File: src/rtl/mips_multicycle_control.sv
// ---------------------------------------------------------------------------
// mips_multicycle_control
//
// Sequencing controller for the multicycle MIPS datapath. Each instruction
// goes through fetch, decode, execute, memory and writeback states. The
// controller handshakes with one unified instruction/data memory that may
// stall. A per-state wait counter turns a memory that never answers into a
// sticky FAULT state.
//
// Ports:
//   clk         rising-edge clock
//   reset       synchronous, active-high reset
//   opcode      instruction[31:26] from the IR
//   zero        ALU zero flag
//   mem_ready   memory accepts/completes the current access this cycle
//   iord        memory address select (0 = PC, 1 = ALUOut)
//   mem_read    memory read request
//   mem_write   memory write request
//   ir_write    IR load enable (follows mem_ready in FETCH)
//   pc_en       PC load = pc_write | (pc_write_cond & zero)
//   reg_dst     register-file write select (1 = rd)
//   mem_to_reg  writeback select (1 = MDR)
//   reg_write   register-file write enable
//   alu_src_a   ALU A select (0 = PC, 1 = A)
//   alu_src_b   ALU B select (00 B, 01 4, 10 imm, 11 imm<<2)
//   alu_op      00 add, 01 sub, 10 funct-decoded
//   pc_source   00 ALU result, 01 ALUOut, 10 jump target
//   instr_done  one-cycle pulse in the last cycle of each instruction
//   fault       high while in FAULT (held until reset)
//   state       current state code, for debug
// ---------------------------------------------------------------------------
module mips_multicycle_control #(
    parameter int unsigned TIMEOUT = 15
) (
    input  logic       clk,
    input  logic       reset,
    input  logic [5:0] opcode,
    input  logic       zero,
    input  logic       mem_ready,
    output logic       iord,
    output logic       mem_read,
    output logic       mem_write,
    output logic       ir_write,
    output logic       pc_en,
    output logic       reg_dst,
    output logic       mem_to_reg,
    output logic       reg_write,
    output logic       alu_src_a,
    output logic [1:0] alu_src_b,
    output logic [1:0] alu_op,
    output logic [1:0] pc_source,
    output logic       instr_done,
    output logic       fault,
    output logic [3:0] state
);

    typedef enum logic [3:0] {
        S_FETCH  = 4'd0,
        S_DECODE = 4'd1,
        S_MEMADR = 4'd2,
        S_MEMRD  = 4'd3,
        S_MEMWB  = 4'd4,
        S_MEMWR  = 4'd5,
        S_EXEC   = 4'd6,
        S_ALUWB  = 4'd7,
        S_BRANCH = 4'd8,
        S_JUMP   = 4'd9,
        S_ADDIEX = 4'd10,
        S_ADDIWB = 4'd11,
        S_FAULT  = 4'd15
    } state_t;

    localparam logic [5:0] OP_RTYPE = 6'b000000;
    localparam logic [5:0] OP_LW    = 6'b100011;
    localparam logic [5:0] OP_SW    = 6'b101011;
    localparam logic [5:0] OP_BEQ   = 6'b000100;
    localparam logic [5:0] OP_J     = 6'b000010;
    localparam logic [5:0] OP_ADDI  = 6'b001000;
    localparam logic [7:0] LP_TIMEOUT = 8'(TIMEOUT);

    state_t     r_state;
    logic [7:0] r_wait_cnt;

    state_t     w_next_normal;
    state_t     w_next;
    logic       w_mem_state;
    logic       w_timeout;

    logic       w_iord, w_mem_read, w_mem_write, w_ir_write;
    logic       w_pc_write, w_pc_write_cond;
    logic       w_reg_dst, w_mem_to_reg, w_reg_write, w_alu_src_a;
    logic [1:0] w_alu_src_b, w_alu_op, w_pc_source;
    logic       w_instr_done, w_fault;

    // States that wait on the memory handshake and therefore can time out.
    assign w_mem_state = (r_state == S_FETCH) || (r_state == S_MEMRD) || (r_state == S_MEMWR);
    assign w_timeout   = w_mem_state && !mem_ready && (r_wait_cnt == LP_TIMEOUT);
    // A timeout overrides the normal stall hold; a ready on the limit cycle wins.
    assign w_next      = w_timeout ? S_FAULT : w_next_normal;

    // Next-state selection without the timeout override.
    always_comb begin
        w_next_normal = S_FAULT;
        case (r_state)
            S_FETCH:  w_next_normal = mem_ready ? S_DECODE : S_FETCH;
            S_DECODE: begin
                case (opcode)
                    OP_LW:    w_next_normal = S_MEMADR;
                    OP_SW:    w_next_normal = S_MEMADR;
                    OP_RTYPE: w_next_normal = S_EXEC;
                    OP_BEQ:   w_next_normal = S_BRANCH;
                    OP_J:     w_next_normal = S_JUMP;
                    OP_ADDI:  w_next_normal = S_ADDIEX;
                    default:  w_next_normal = S_FAULT;
                endcase
            end
            S_MEMADR: w_next_normal = (opcode == OP_SW) ? S_MEMWR : S_MEMRD;
            S_MEMRD:  w_next_normal = mem_ready ? S_MEMWB : S_MEMRD;
            S_MEMWR:  w_next_normal = mem_ready ? S_FETCH : S_MEMWR;
            S_EXEC:   w_next_normal = S_ALUWB;
            S_ADDIEX: w_next_normal = S_ADDIWB;
            S_MEMWB:  w_next_normal = S_FETCH;
            S_ALUWB:  w_next_normal = S_FETCH;
            S_ADDIWB: w_next_normal = S_FETCH;
            S_BRANCH: w_next_normal = S_FETCH;
            S_JUMP:   w_next_normal = S_FETCH;
            default:  w_next_normal = S_FAULT;
        endcase
    end

    // State register and memory wait counter.
    always_ff @(posedge clk) begin
        if (reset) begin
            r_state    <= S_FETCH;
            r_wait_cnt <= 8'd0;
        end else begin
            r_state <= w_next;
            if (w_next != r_state) begin
                r_wait_cnt <= 8'd0;
            end else if (w_mem_state && !mem_ready) begin
                r_wait_cnt <= r_wait_cnt + 8'd1;
            end else begin
                r_wait_cnt <= r_wait_cnt;
            end
        end
    end

    // Per-state control decode; only ir_write, pc_write and instr_done look at mem_ready.
    always_comb begin
        w_iord          = 1'b0;
        w_mem_read      = 1'b0;
        w_mem_write     = 1'b0;
        w_ir_write      = 1'b0;
        w_pc_write      = 1'b0;
        w_pc_write_cond = 1'b0;
        w_reg_dst       = 1'b0;
        w_mem_to_reg    = 1'b0;
        w_reg_write     = 1'b0;
        w_alu_src_a     = 1'b0;
        w_alu_src_b     = 2'b00;
        w_alu_op        = 2'b00;
        w_pc_source     = 2'b00;
        w_instr_done    = 1'b0;
        w_fault         = 1'b0;
        case (r_state)
            S_FETCH: begin
                w_mem_read  = 1'b1;
                w_alu_src_b = 2'b01;
                w_ir_write  = mem_ready;
                w_pc_write  = mem_ready;
            end
            S_DECODE: w_alu_src_b = 2'b11;
            S_MEMADR: begin
                w_alu_src_a = 1'b1;
                w_alu_src_b = 2'b10;
            end
            S_MEMRD: begin
                w_iord     = 1'b1;
                w_mem_read = 1'b1;
            end
            S_MEMWB: begin
                w_mem_to_reg = 1'b1;
                w_reg_write  = 1'b1;
                w_instr_done = 1'b1;
            end
            S_MEMWR: begin
                w_iord       = 1'b1;
                w_mem_write  = 1'b1;
                w_instr_done = mem_ready;
            end
            S_EXEC: begin
                w_alu_src_a = 1'b1;
                w_alu_op    = 2'b10;
            end
            S_ALUWB: begin
                w_reg_dst    = 1'b1;
                w_reg_write  = 1'b1;
                w_instr_done = 1'b1;
            end
            S_BRANCH: begin
                w_alu_src_a     = 1'b1;
                w_alu_op        = 2'b01;
                w_pc_source     = 2'b01;
                w_pc_write_cond = 1'b1;
                w_instr_done    = 1'b1;
            end
            S_JUMP: begin
                w_pc_source  = 2'b10;
                w_pc_write   = 1'b1;
                w_instr_done = 1'b1;
            end
            S_ADDIEX: begin
                w_alu_src_a = 1'b1;
                w_alu_src_b = 2'b10;
            end
            S_ADDIWB: begin
                w_reg_write  = 1'b1;
                w_instr_done = 1'b1;
            end
            S_FAULT: w_fault = 1'b1;
            // Unused codes 12..14 look exactly like FAULT.
            default: w_fault = 1'b1;
        endcase
    end

    // Reset squashes every output in the same cycle so an aborted
    // instruction cannot write the register file, memory or PC.
    assign iord       = reset ? 1'b0  : w_iord;
    assign mem_read   = reset ? 1'b0  : w_mem_read;
    assign mem_write  = reset ? 1'b0  : w_mem_write;
    assign ir_write   = reset ? 1'b0  : w_ir_write;
    assign pc_en      = reset ? 1'b0  : (w_pc_write | (w_pc_write_cond & zero));
    assign reg_dst    = reset ? 1'b0  : w_reg_dst;
    assign mem_to_reg = reset ? 1'b0  : w_mem_to_reg;
    assign reg_write  = reset ? 1'b0  : w_reg_write;
    assign alu_src_a  = reset ? 1'b0  : w_alu_src_a;
    assign alu_src_b  = reset ? 2'b00 : w_alu_src_b;
    assign alu_op     = reset ? 2'b00 : w_alu_op;
    assign pc_source  = reset ? 2'b00 : w_pc_source;
    assign instr_done = reset ? 1'b0  : w_instr_done;
    assign fault      = reset ? 1'b0  : w_fault;
    assign state      = reset ? 4'd0  : r_state;

endmodule
File: config.mk
export PLATFORM = sky130hd
export DESIGN_NAME = mips_multicycle_control
export DESIGN_NICKNAME = d
export VERILOG_FILES = /design/src/rtl/mips_multicycle_control.sv
export SDC_FILE = /design/constraint.sdc
export NUM_CORES = 1
export LEC_CHECK = 0
export BUFFER_PORTS_ARGS = -buffer_cell sky130_fd_sc_hd__buf_2
export CAP_MARGIN = 30
export CORE_MARGIN = 2
export CORE_UTILIZATION = 39
export CTS_BUF_LIST = sky130_fd_sc_hd__clkbuf_16
export CTS_CLUSTER_DIAMETER = 50
export DETAILED_ROUTE_END_ITERATION = 10
export PLACE_DENSITY = 0.68
export SYNTH_ARGS = -nofsm -noshare
export SYNTH_HDL_FRONTEND = slang
export SYNTH_SLANG_ARGS = --single-unit
File: constraint.sdc
create_clock -name clk -period 4.34 [get_ports clk]
set_input_delay 0 -clock clk [delete_from_list [all_inputs] [get_ports clk]]
set_output_delay 0 -clock clk [all_outputs]
set_load 0.005 [all_outputs]
==> flow_metrics.py <==
metrics = {
    "final_layout": {
        "antennaDiodeCount": 0,
        "syn2layout_area_growth_pct": 20.6,
        "fin_nets": 183,
        "drive_above_1_share_pct": 26.9,
        "fillers": 264,
        "layout_common_cells": "buf_2, nor2_1, nor3_1, dfxtp_1",
        "layout_commonest_cell": "buf_2",
        "stdcell_count": 202,
    },
    "power": {
        "pwr-share-comb_pct": 56.0,
        "p_seq_share_pct": 23.9,
        "p_leak_uw": 0.000545,
        "peakVddDrop_uv": 353,
        "swShare_pct": 47.3,
        "clock_power_share_pct": 20.1,
        "internal-power_uw": 431,
        "power_switching_uw": 387,
        "powerDensity_nw_per_um2": 620,
    },
    "yosys": {
        "synth_compound_area_share_pct": 22.2,
        "synth_nets": 156,
        "netlist_instances": 145,
        "yosys_most_used_dff": "dfxtp_1",
        "synthMuxAreaShare_pct": 2.17,
        "seq_area_frac_synth_pct": 22.0,
        "ys_seq_elements": 12,
        "synthAdderAreaFrac_pct": 1.14,
        "avgSynthCellArea_um2": 7.54,
        "synth-xor-area-share_pct": 8.01,
        "async_flop_share_pct": 0,
        "yosysWarnings": 0,
        "yosysUniqueCellTypes": 46,
        "netlist_area_um2": 1090,
        "synth_edf_count": 0,
        "synth-simple-area-share_pct": 39.2,
        "synth_top_family_by_area": "simple AND/OR/NAND/NOR gates",
    },
    "die": {
        "die_w_um": 57.0,
        "core_um2": 2710,
        "placementRows": 19,
        "die_h_um": 57.0,
        "die-area_um2": 3240,
        "ios": 31,
        "start_util_pct": 40.4,
    },
    "run": {
        "maxCapViolations": 0,
    },
    "setup_path": {
        "cp.required_ps": 4440,
        "cp-end-kind": "register",
        "criticalPathCategory": "register to register",
        "rrSetupSlack_ps": 1800,
        "cp_max_fo": 15,
        "critPathLaunchType": "register",
        "reg2reg_from": "r_state[1]",
        "cp_data_arrival_time_ps": 2640,
        "r2r_end": "r_wait_cnt[7]",
        "reg2reg_depth": 6,
    },
    "timing": {
        "finalSetupViolations": 0,
        "tightest_slew_ps": 533,
        "timing.slew.headroom_pct": 64.2,
        "fmax_mhz": 393,
        "min_period_ps": 2540,
        "rsz0062_at_grt": "false",
        "fin_skew_ps": 1.50,
        "slew_viol_final": 0,
        "fin_crit_sh_pct": 58.6,
        "hold_viol": 0,
        "fin_setup_tns_ps": 0,
    },
    "clock_tree": {
        "cts_buffer_depth": 2,
        "cts_setup_buffers": 0,
        "cts_buffers": 3,
        "cts_tree": "yes",
        "numClockSinks": 12,
        "postCtsHoldBufs": 0,
        "cts_max_level": 1,
        "cts_resized": 0,
        "clk_pin_slew_ps": 40,
        "cts_root_buffer": "clkbuf_16",
        "clock_latency_ps": 230,
    },
    "min_path": {
        "min_path_cells": 2,
        "min_to": "r_state[2]",
        "min_from": "reset",
        "hold_path_class": "input pin to register",
    },
    "global_route": {
        "grtUsageTotal_pct": 18.6,
        "grt_pass1_wl_um": 5000,
        "first_global_vias": 1137,
        "antenna_found_initial": 0,
        "grt_start_max_net_pins": 18,
        "grt_overflow": 0,
    },
    "drt": {
        "vias": 1196,
        "wire_per_inst_um": 14.3,
        "wirelength_um": 2900,
        "vias_per_cell": 5.92,
        "drc": 0,
        "first_pass_iters": 5,
        "final_antenna_net_count": 0,
        "drt_first_iter_violations": 121,
    },
    "placement": {
        "dpl.hpwl_um": 2170,
        "gp_congestion": 0.916,
        "portBuffers": 30,
        "dp_cells": 198,
    },
    "status": {
        "status": "completed",
    },
}
==> synthesized netlist by cell type, types with 2 or more instances <==
| library cell | count | area [um2] |
|---|---|---|
| nor2_1 | 24 | 90.1 |
| nand3_1 | 8 | 40.0 |
| and2_1 | 3 | 18.8 |
| xnor2_1 | 4 | 35.0 |
| a31oi_1 | 4 | 25.0 |
| nand2_1 | 8 | 30.0 |
| a21oi_1 | 7 | 35.0 |
| dfxtp_1 | 12 | 240 |
| or2_2 | 2 | 12.5 |
| clkbuf_1 | 4 | 15.0 |
| nor4_1 | 4 | 25.0 |
| xor2_1 | 6 | 52.6 |
| o21ai_0 | 3 | 15.0 |
| and3_1 | 4 | 25.0 |
| inv_1 | 3 | 11.3 |
| nor3_1 | 19 | 95.1 |
==> critical path, stage by stage, from the launching register on <==
cell and delay (ps):
dfxtp_1 660, xnor2_1 220, a211oi_4 450, and4_4 370
or3_4 160, mux2i_2 430, nor3_1 100
==> power groups by stage <==
stage                     Sequential [uW]  Clock [uW]  Combinational [uW]
after floorplan                       150           0                 378
after global placement                190           0                 443
after detailed placement              194           0                 455
after CTS                             193         167                 458
after global routing                  200         173                 506
final                                 195         164                 458
==> how the worst max path moves through the flow <==
stage / cells after the start / end / start
3_5_place_dp: 6 / r_wait_cnt[7] / r_state[1]
6_report: 6 / r_wait_cnt[7] / r_state[1]
2_1_floorplan: 7 / r_wait_cnt[0] / r_state[2]
5_1_grt: 6 / r_wait_cnt[7] / r_state[1]
4_1_cts: 6 / r_wait_cnt[7] / r_state[1]
3_3_place_gp: 6 / r_wait_cnt[1] / r_state[1]
==> area by class of cell <==
| class | instances | area, um2 | share of cell area, % |
|---|---|---|---|
| clock buffers | 3 | 75.1 | 5.69 |
| clock inverters | 1 | 3.75 | 0.285 |
| inverters | 4 | 15.0 | 1.14 |
| multi-input cells | 121 | 796 | 60.3 |
| flip-flops and latches | 12 | 240 | 18.2 |
| well taps | 31 | 38.8 | 2.94 |
| repair buffers | 30 | 150 | 11.4 |
==> registers in the layout (all words and copies together) (netlist names) <==
register / cells
r_state: 4
r_wait_cnt: 8
==> cell families after synthesis <==
logic type	Yosys count
flip-flops	12
AND/OR/NAND/NOR	82
multiplexers	2
adder cells (fa/ha/maj)	1
AO/OA/AOI/OAI	26
buffers and inverters	12
XOR/XNOR	10
==> per-stage QoR <==
step / total power, uW / utilization (%) / hold WS, ps / cell area, um2 / setup slack, ps
CTS: 817 / 48.7 / 134 / 1320 / 1790
detailed placement: 649 / 45.8 / 377 / 1240 / 1840
finish: 817 / 48.7 / 137 / 1320 / 1800
global placement: 632 / 45.8 / 371 / 1240 / 1880
floorplan: 528 / - / 122 / 1090 / 2310
global route: 878 / 48.7 / 156 / 1320 / 1570
==> layer usage <==
layer / track usage, % / routed length [um] / share of wire, %
met5: 0 / 0 / 0
met4: 5.98 / 36 / 1.2
met3: 1.13 / 220 / 7.6
met2: 32.2 / 1390 / 48
met1: 24.8 / 1250 / 43
Power figures use the tool's default switching activity.
